==> config.mk <==
export PLATFORM = sky130hd
export DESIGN_NAME = stage3_alu_flat
export DESIGN_NICKNAME = d
export VERILOG_FILES = /design/src/rtl/stage3_alu_pkg.sv /design/src/rtl/stage3_alu_if.sv /design/src/rtl/stage3_alu_div.sv /design/src/rtl/stage3_alu.sv /design/src/flat_wrapper.sv
export SDC_FILE = /design/constraint.sdc
export NUM_CORES = 1
export LEC_CHECK = 0
export CAP_MARGIN = 30
export CORE_MARGIN = 1.5
export CORE_UTILIZATION = 59
export DETAILED_ROUTE_END_ITERATION = 7
export PLACE_DENSITY = 0.89
export SYNTH_ARGS = -nofsm -noshare
export SYNTH_HDL_FRONTEND = slang
export SYNTH_SLANG_ARGS = --single-unit
==> constraint.sdc <==
create_clock -name clk -period 1.16 [get_ports clk]
set_input_delay 0.29 -clock clk [delete_from_list [all_inputs] [get_ports clk]]
set_output_delay 0.29 -clock clk [all_outputs]
set_load 0.01 [all_outputs]
==> src/rtl/stage3_alu_pkg.sv <==
// Shared constants for the stage-3 (execute) ALU: data width and the
// 4-bit function codes carried in the ID/EX register.
package st3_alu_pkg;

  localparam int DATA_W = 16;

  localparam logic [3:0] FN_ADD  = 4'b0000;
  localparam logic [3:0] FN_SUB  = 4'b0001;
  localparam logic [3:0] FN_AND  = 4'b0010;
  localparam logic [3:0] FN_OR   = 4'b0011;
  localparam logic [3:0] FN_MUL  = 4'b0100;
  localparam logic [3:0] FN_DIV  = 4'b0101;
  localparam logic [3:0] FN_MOVE = 4'b0110;
  localparam logic [3:0] FN_SWAP = 4'b0111;

  // Two's-complement magnitude of a signed word, returned unsigned.
  // 0x8000 maps to 0x8000, which is the correct unsigned magnitude 32768.
  function automatic logic [DATA_W-1:0] magnitude(input logic [DATA_W-1:0] v);
    magnitude = v[DATA_W-1] ? (~v + 1'b1) : v;
  endfunction

endpackage

==> src/rtl/stage3_alu_if.sv <==
// Operand/result bundle between the ID/EX register and the EX/MEM boundary.
// There is no handshake: a new operation is accepted every clock, and its
// results appear on the outputs exactly one rising edge later.
interface stage3_alu_if;
  logic [3:0]  aluFunct;
  logic [15:0] reg1;
  logic [15:0] reg2;
  logic [15:0] aluOut1;
  logic [15:0] aluOut2;
  logic        ALU_exception;

  // Upstream side: supplies the function code and operands.
  modport master (
    output aluFunct, reg1, reg2,
    input  aluOut1, aluOut2, ALU_exception
  );

  // ALU side: consumes operands, drives the registered results.
  modport slave (
    input  aluFunct, reg1, reg2,
    output aluOut1, aluOut2, ALU_exception
  );
endinterface

==> src/rtl/stage3_alu_div.sv <==
// Combinational signed 16/16 divider. Quotient truncates toward zero and
// the remainder takes the sign of the dividend (a = q*b + r).
// Division by zero and the single overflowing case (-32768 / -1) are
// flagged and given fixed results.
module st3_alu_div
  import st3_alu_pkg::*;
(
  input  logic [DATA_W-1:0] a,
  input  logic [DATA_W-1:0] b,
  output logic [DATA_W-1:0] quot,
  output logic [DATA_W-1:0] rem,
  output logic              div_zero,
  output logic              ovf
);

  logic [DATA_W-1:0] a_mag;
  logic [DATA_W-1:0] b_mag;
  logic [DATA_W-1:0] divisor;
  logic [DATA_W-1:0] q_mag;
  logic [DATA_W-1:0] r_mag;
  logic              q_neg;

  // Divide magnitudes unsigned, then restore signs; special cases override.
  always_comb begin
    a_mag    = magnitude(a);
    b_mag    = magnitude(b);
    div_zero = (b == '0);
    ovf      = (a == 16'h8000) && (b == 16'hFFFF);
    // Keep the unsigned divider away from a zero divisor; result is unused then.
    divisor  = div_zero ? 16'h0001 : b_mag;
    q_mag    = a_mag / divisor;
    r_mag    = a_mag % divisor;
    q_neg    = a[DATA_W-1] ^ b[DATA_W-1];
    quot     = q_neg ? (~q_mag + 1'b1) : q_mag;
    rem      = a[DATA_W-1] ? (~r_mag + 1'b1) : r_mag;
    if (div_zero) begin
      quot = '0;
      rem  = '0;
    end else if (ovf) begin
      quot = 16'h8000;
      rem  = '0;
    end
  end

endmodule

==> src/rtl/stage3_alu.sv <==
// Stage-3 (execute) ALU. One case on the function code selects among eight
// operations; the two results and the exception flag are registered into
// the EX/MEM boundary every cycle. Results are loaded even when the
// exception fires; squashing the writeback is handled downstream.
module stage3_alu
  import st3_alu_pkg::*;
(
  input  logic         clk,
  input  logic         rst,
  stage3_alu_if.slave  bus
);

  logic [DATA_W-1:0]   a;
  logic [DATA_W-1:0]   b;
  logic [DATA_W-1:0]   sum;
  logic [DATA_W-1:0]   diff;
  logic signed [31:0]  product;
  logic [DATA_W-1:0]   div_q;
  logic [DATA_W-1:0]   div_r;
  logic                div_zero;
  logic                div_ovf;

  logic [DATA_W-1:0]   out1_nx;
  logic [DATA_W-1:0]   out2_nx;
  logic                exc_nx;

  assign a = bus.reg1;
  assign b = bus.reg2;

  assign sum     = a + b;
  assign diff    = a - b;
  assign product = $signed({{16{a[15]}}, a}) * $signed({{16{b[15]}}, b});

  st3_alu_div u_div (
    .a        (a),
    .b        (b),
    .quot     (div_q),
    .rem      (div_r),
    .div_zero (div_zero),
    .ovf      (div_ovf)
  );

  // Select next results and exception from the current function code.
  always_comb begin
    out1_nx = '0;
    out2_nx = '0;
    exc_nx  = 1'b0;
    case (bus.aluFunct)
      FN_ADD: begin
        out1_nx = sum;
        exc_nx  = (a[15] == b[15]) && (sum[15] != a[15]);
      end
      FN_SUB: begin
        out1_nx = diff;
        exc_nx  = (a[15] != b[15]) && (diff[15] != a[15]);
      end
      FN_AND: out1_nx = a & b;
      FN_OR:  out1_nx = a | b;
      FN_MUL: begin
        out1_nx = product[15:0];
        out2_nx = product[31:16];
      end
      FN_DIV: begin
        out1_nx = div_q;
        out2_nx = div_r;
        exc_nx  = div_zero | div_ovf;
      end
      FN_MOVE: out1_nx = b;
      FN_SWAP: begin
        out1_nx = b;
        out2_nx = a;
      end
      default: begin
        out1_nx = '0;
        out2_nx = '0;
        exc_nx  = 1'b0;
      end
    endcase
  end

  // EX/MEM output registers; reset clears them without waiting for a clock.
  always_ff @(posedge clk or posedge rst) begin
    if (rst) begin
      bus.aluOut1       <= '0;
      bus.aluOut2       <= '0;
      bus.ALU_exception <= 1'b0;
    end else begin
      bus.aluOut1       <= out1_nx;
      bus.aluOut2       <= out2_nx;
      bus.ALU_exception <= exc_nx;
    end
  end

endmodule

==> src/flat_wrapper.sv <==
// flat-port wrapper written by rule: the top's interface ports become plain ports
module stage3_alu_flat import st3_alu_pkg::*;
  (clk, rst, bus_aluFunct, bus_reg1, bus_reg2, bus_aluOut1, bus_aluOut2, bus_ALU_exception);
  stage3_alu_if bus_i ();
  input  logic clk;
  input  logic rst;
  input wire logic [$bits(bus_i.aluFunct)-1:0] bus_aluFunct;
  input wire logic [$bits(bus_i.reg1)-1:0] bus_reg1;
  input wire logic [$bits(bus_i.reg2)-1:0] bus_reg2;
  output wire logic [$bits(bus_i.aluOut1)-1:0] bus_aluOut1;
  output wire logic [$bits(bus_i.aluOut2)-1:0] bus_aluOut2;
  output wire logic [$bits(bus_i.ALU_exception)-1:0] bus_ALU_exception;
  assign bus_i.aluFunct = bus_aluFunct;
  assign bus_i.reg1 = bus_reg1;
  assign bus_i.reg2 = bus_reg2;
  assign bus_aluOut1 = bus_i.aluOut1;
  assign bus_aluOut2 = bus_i.aluOut2;
  assign bus_ALU_exception = bus_i.ALU_exception;
  stage3_alu u_core (.clk(clk), .rst(rst), .bus(bus_i));
endmodule
==> impl_metrics.ini, run 1 <==
[synth]
async_reset_ff_frac = 1.00
synth_cells = 2871
ys_seq_area_frac = 0.0368
synth_most_common_cell = inv_1
synth-seq-cells = 33
avgSynthCellArea_um2 = 7.82
netlist-cell-type-count = 105
synth_edf_count = 0
synth_top_area_share = 0.236
yosysWarnings = 0
ys_top_cells_by_area = fa_1, ha_1, inv_1
synth_top_area_cell = fa_1
syn-num-nets = 3446
synth_area_mm2 = 0.0225
synth_commonest_cells = inv_1, nor2_1, nand2_1
synth-main-ff-cell = dfrtp_1

[clock_tree]
clock_sinks = 33
clockBufferDepth = 2
htreeDepth = 2
cts_made_buffers = 5
hold_buffers = 0
root_buffer = clkbuf_16

[placement]
placed_cell_area_mm2 = 0.0313
gp_congestion = 1.19
io_buffers = 70
preCtsSetupSlack_ns = -29.16
place_inst = 4277
post-dp-hpwl_um = 94900

[grt]
grt_max_degree = 41
grt_pass1_vias = 42900
grt_pass1_wl_um = 293000
grt_use_total = 0.995
gr-total-overflow = 2975

[outcome]
lastStage = 5_1_grt
outcome = did not finish
firstError = [ERROR GRT-0116] Global routing finished with congestion. Check the congestion regions in the DRC Viewer.

[floorplan]
fp.dieH_um = 198
initial_core_util = 0.598
num_rows = 71
die_w_um = 198
top_level_ports = 71
==> cell families after synthesis <==
family / synth area share
simple gates: 0.188
compound gates: 0.233
fa+ha+maj: 0.388
buf+inv: 0.0832
xor+xnor: 0.0608
flops: 0.0368
mux: 0.0110
==> stage by stage <==
step                TNS (ns)  utilization
floorplan            -812.37            -
detailed placement   -917.97        0.834
global placement     -833.36        0.834
CTS                  -832.95        0.895
==> timing repair <==
action / CTS
gates cloned: 1
resized for setup: 450
endpoints found under the setup margin: 66
hold endpoints to repair: 0
pin swaps: 168
setup buffers: 116
==> routing by layer <==
metal / GRT usage / overflow
met3: 0.820 / 97
met4: 1.11 / 713
met2: 1.24 / 2073
met5: 0.697 / 6
met1: 0.886 / 86
==> run 2, diff against run 1 <==
--- a/config.mk
+++ b/config.mk
@@ -7,9 +7,9 @@
 export LEC_CHECK = 0
 export CAP_MARGIN = 30
 export CORE_MARGIN = 1.5
-export CORE_UTILIZATION = 59
+export CORE_UTILIZATION = 40
 export DETAILED_ROUTE_END_ITERATION = 7
-export PLACE_DENSITY = 0.89
+export PLACE_DENSITY_LB_ADDON = 0.15
 export SYNTH_ARGS = -nofsm -noshare
 export SYNTH_HDL_FRONTEND = slang
 export SYNTH_SLANG_ARGS = --single-unit
==> impl_metrics.ini, run 2 <==
[outcome]
outcome = finished with violations
violations = negative setup slack

[finish]
drive_gt1_frac = 0.419
reg_top3 = u_core.bus.aluOut1 x16, u_core.bus.aluOut2 x16, u_core.bus.ALU_exception x1
mostFrequentLayoutCells = buf_4, inv_1, fa_1
syn_to_final_growth_pct = 58.4
fin_cells = 4743
diodes = 0
final_common_cell = buf_4
num-nets-final = 4570

[floorplan]
die_area_mm2 = 0.0576
die_w_um = 240
num_rows = 86
core-area_mm2 = 0.0553
top_level_ports = 71
fp.dieH_um = 240
initial_core_util = 0.406

[critical_path]
cp-start-kind = input port
slowest_delay_ns = 0.58
crit_slowest_cell = or4_4
path_delay_family = compound AO/OA/AOI/OAI gates
cp.arrival_ns = 27.54
criticalPathCategory = in -> reg
crit_path_frequent_cell = buf_4
path_buf_inv = 42
critPathMaxFanout = 7
critPathRequiredTime_ns = 1.32
end_kind = register

[synth]
ys_top_cells_by_area = fa_1, ha_1, inv_1
synth_top_area_share = 0.236
netlist-cell-type-count = 105
avgSynthCellArea_um2 = 7.82
async_reset_ff_frac = 1.00
synth_most_common_cell = inv_1
synth_edf_count = 0
synth_cells = 2871
synth_area_mm2 = 0.0225
yosysWarnings = 0
synth-main-ff-cell = dfrtp_1
synth_top_area_cell = fa_1
synth_commonest_cells = inv_1, nor2_1, nand2_1
syn-num-nets = 3446
synth-seq-cells = 33
ys_seq_area_frac = 0.0368

[drt]
drtPass1Iterations = 7
wl_per_cell_um = 23.3
antenna_left = 0
via_per_inst = 5.76
wl_um = 110000
drcViolationCount = 0
drt-initial-drc-count = 2282
dr_total_vias = 27300

[grt]
grt_use_total = 0.378
antenna_found_initial = 2
grt_pass1_vias = 27900
gr-total-overflow = 0
grt_max_degree = 41
grt_pass1_wl_um = 165000

[power]
p_per_area_mw_per_mm2 = 3550
swShare = 0.499
power.leakage_uw = 0.0173
power_frac_clock = 0.011
max-vdd-ir-drop_mv = 3.29
p_seq_frac = 0.014
pwr-share-comb = 0.976
p_total_uw = 126000
cellInternalPower_uw = 63200
switchingPower_uw = 63000

[clock_tree]
cts.clk_slew.worst_paths_ns = 0.06
cts_made_buffers = 5
clock_sinks = 33
clockBufferDepth = 2
htreeDepth = 2
cts_tree = built
hold_buffers = 0
root_buffer = clkbuf_16

[sta]
timing.final.crit_share = 23.6
fin_ws_ns = -26.22
slew_headroom = 0.491
slew_viol_final = 0
rsz0062_at_grt = true
hold_violations = 0
min_period_ns = 27.38
setup_viol_count_final = 43
max_freq_mhz = 36.5
worst_slew_pin_slew_ns = 0.764

[placement]
post-dp-hpwl_um = 87100
preCtsSetupSlack_ns = -28.00
gp_congestion = 1.00
place_inst = 4569
io_buffers = 70

[flow_run]
max_cap_violations = 0

[worst_hold_path]
hold_path_class = in -> async
==> run 2: cell counts after synthesis <==
No cell type changed its count.
==> run 2: tightest hold or removal path: stages <==
cell	delay [ns]
clkdlybuf4s50_1	0.39
inv_1	0.09
buf_12	0.22
==> run 2: metal layers <==
layer / vias to the layer above / GRT usage / share of wire
li1: 12300 / - / -
met1: 13500 / 0.474 / 0.40
met2: 1238 / 0.630 / 0.46
met3: 371 / 0.0494 / 0.076
met4: 2 / 0.207 / 0.065
met5: - / 0 / 0.00016
==> run 2: power groups by stage <==
| stage | logic (µW) | registers (µW) | clock network (µW) |
|---|---|---|---|
| floorplan | 58100 | 1680 | 0 |
| global placement | 106000 | 1700 | 0 |
| detailed placement | 108000 | 1690 | 0 |
| CTS | 114000 | 1680 | 1340 |
| global route | 130000 | 1720 | 1390 |
| finish | 123000 | 1720 | 1330 |
==> run 2: worst paths after layout <==
kind	startpoint	to	slack (ns)	cells past startpoint
min	rst	u_core.bus.aluOut1[15]	0.35	3
max in group asynchronous	rst	u_core.bus.aluOut1[3]	0.60	3
min in group clk	bus_reg1[7]	u_core.bus.aluOut2[7]	0.67	3
max	bus_reg2[3]	u_core.bus.aluOut2[14]	-26.22	149
==> run 2: logic make-up after synthesis <==
logic type | Yosys count | synth area share
xor gates and xnor gates | 156 | 0.0608
buffers and inverters | 477 | 0.0832
DFF | 33 | 0.0368
AOI/OAI and AO/OA | 740 | 0.233
adders and majority gates | 537 | 0.388
and+or+nand+nor | 905 | 0.188
muxes | 23 | 0.0110
==> run 2: final cells by class <==
| cell class | instances | area [µm²] |
|---|---|---|
| multi-input cells | 2362 | 22600 |
| clock buffers | 7 | 143 |
| flip-flops and latches | 33 | 831 |
| repair buffers | 1235 | 9650 |
| inverters | 358 | 1390 |
| fillers | 4857 | 19700 |
| well taps | 748 | 936 |
==> run 2: what timing repair did <==
item | 4_1_cts | 5_1_grt
gates resized for setup | 327 | 303
setup buffers | 106 | 74
cloned | 1 | 0
pin swaps | 138 | 203
setup endpoints to repair | 63 | 57
==> run 2: stage by stage <==
step	util	hold WS, ns	setup TNS, ns	instance area [µm²]
5_1_grt	0.643	0.403	-853.71	35600
3_5_place_dp	0.579	0.669	-882.06	32000
2_1_floorplan	-	0.419	-812.37	23500
3_3_place_gp	0.579	0.660	-862.16	32000
6_report	0.643	0.354	-820.32	35600
4_1_cts	0.613	0.365	-807.12	33900
(Power assumes the default switching activity.)
==> run 3, diff against run 2 <==
==> constraint.sdc (replaced) <==
create_clock -name clk -period 27.5 [get_ports clk]
set_input_delay 6.875 -clock clk [delete_from_list [all_inputs] [get_ports clk]]
set_output_delay 6.875 -clock clk [all_outputs]
set_load 0.01 [all_outputs]
==> impl_metrics.ini, run 3 (synthesis results as in run 2) <==
[outcome]
outcome = finished with violations
violations = negative setup slack

[grt]
use_met2 = 0.617
grt_util_met3 = 0.0454
grt_max_degree = 41
gr-total-overflow = 0
grt_pass1_wl_um = 160000
grtUsageMet1 = 0.456
grt_pass1_vias = 27000
top_usage_layer = met2
grt_use_total = 0.366
antenna_found_initial = 0

[clock_tree]
cts_made_buffers = 5
cts.clk_slew.worst_paths_ns = 0.06
clockBufferDepth = 2
htreeDepth = 2
clock_sinks = 33
root_buffer = clkbuf_16
cts_tree = built

[floorplan]
initial_core_util = 0.406
fp.dieH_um = 240
die_w_um = 240
core-area_mm2 = 0.0553
top_level_ports = 71
num_rows = 86
die_area_mm2 = 0.0576

[finish]
mostFrequentLayoutCells = buf_4, inv_1, nor2_1
final_common_cell = buf_4
fin_cells = 4488
fillers = 4885
reg_top3 = u_core.bus.aluOut1 x16, u_core.bus.aluOut2 x16, u_core.bus.ALU_exception x1
syn_to_final_growth_pct = 49.5
diodes = 0
num-nets-final = 4314
drive_gt1_frac = 0.363
fin_util = 0.607

[critical_path]
cp.arrival_ns = 34.06
end_kind = register
critPathRequiredTime_ns = 27.61
cp-start-kind = input port
worst_setup_path_startpoint = bus_reg2[1]
crit_slowest_cell = or4_4
crit_path_frequent_cell = buf_4
critPathMaxFanout = 7
criticalPathCategory = in -> reg
slowest_delay_ns = 0.61

[placement]
place_inst = 4299
gp_congestion = 1.02
io_buffers = 70
post-dp-hpwl_um = 82800

[power]
p_per_area_mw_per_mm2 = 147
power.leakage_uw = 0.0158
max-vdd-ir-drop_mv = 0.173

[drt]
antenna_left = 0
drcViolationCount = 0
wl_um = 106000
drtPass1Iterations = 6
via_per_inst = 5.82
dr_total_vias = 26100
wl_per_cell_um = 23.7
drt-initial-drc-count = 2165

[sta]
slew_viol_final = 0
worst_slew_pin_slew_ns = 1.12
max_freq_mhz = 29.4
timing.final.crit_share = 1.23
setup_tns_ns = -186.60
min_period_ns = 33.96
fin_ws_ns = -6.46
setup_viol_count_final = 32
rsz0062_at_grt = true
slew_headroom = 0.251
hold_violations = 0

[worst_hold_path]
hold_path_class = in -> async

[flow_run]
max_cap_violations = 0
-- run 3: cell types whose count changed in the layout (fill, tap and decap cells not counted), sizes merged --
cell           previous run  this run
clkinvlp                  0         3
nor2                    293       292
clkinv                   11        10
dlygate4sd2               0         6
inv                     347       349
clkdlybuf4s15             1         8
buf                    1196       914
clkbuf                   14         6
dlymetal6s2s             18         0
clkdlybuf4s50            13        50
-- run 3: per-stage QoR --
step | hold slack, ns | area (µm²) | power, µW | setup slack [ns]
3_5_place_dp | 7.32 | 29900 | 4190 | -8.29
2_1_floorplan | 7.00 | 23400 | 2560 | -6.25
6_report | 6.99 | 33600 | 4930 | -6.46
3_3_place_gp | 7.31 | 29900 | 4150 | -7.86
4_1_cts | 7.02 | 32600 | 4640 | -5.74
5_1_grt | 7.04 | 33600 | 5250 | -7.51
-- run 3: where the power goes --
part / switching (µW) / internal, µW / total (µW)
Sequential: 11.0 / 61.6 / 72.6
Combinational: 2630 / 2170 / 4800
Clock: 24.2 / 33.5 / 57.7
-- run 3: area by class of cell --
class,instances,area [µm²],area share
clock inverter,3,22.5,0.000671
inverter,358,1360,0.0406
clock buffer,5,125,0.00373
sequential,33,826,0.0246
tap,748,936,0.0279
multi-input combinational,2361,22500,0.669
timing repair buffer,979,7830,0.233
timing repair inverter,1,6.26,0.000186
-- run 3: metal layers --
metal / share of wire / routed length [µm]
met4: 0.062 / 6630
met5: 0 / 0
met1: 0.40 / 42300
met2: 0.47 / 49900
met3: 0.070 / 7390
-- run 3: worst max-delay path, delay by kind of cell --
family,cells,cell delay [ns]
AO/OA/AOI/OAI,70,14.34
AND/OR/NAND/NOR,30,5.42
adder cells (fa/ha/maj),15,4.10
buffers and inverters,19,2.81
multiplexers,1,0.31
XOR/XNOR,1,0.18
-- run 3: repair_timing --
item                                    in CTS  in global routing
setup buffers                              148                 46
hold buffers                                 0                  0
resized for setup                          338                141
endpoints found under the setup margin      32                 32
cloned                                       1                  1
pin swaps                                  144                132
-- run 3: path summary, 6_finish.rpt --
check / endpoint / cells past startpoint
max: u_core.bus.aluOut2[14] / 136
min: u_core.bus.aluOut2[4] / 3
max in group asynchronous: u_core.bus.aluOut1[10] / 3
min in group clk: u_core.bus.aluOut1[15] / 4
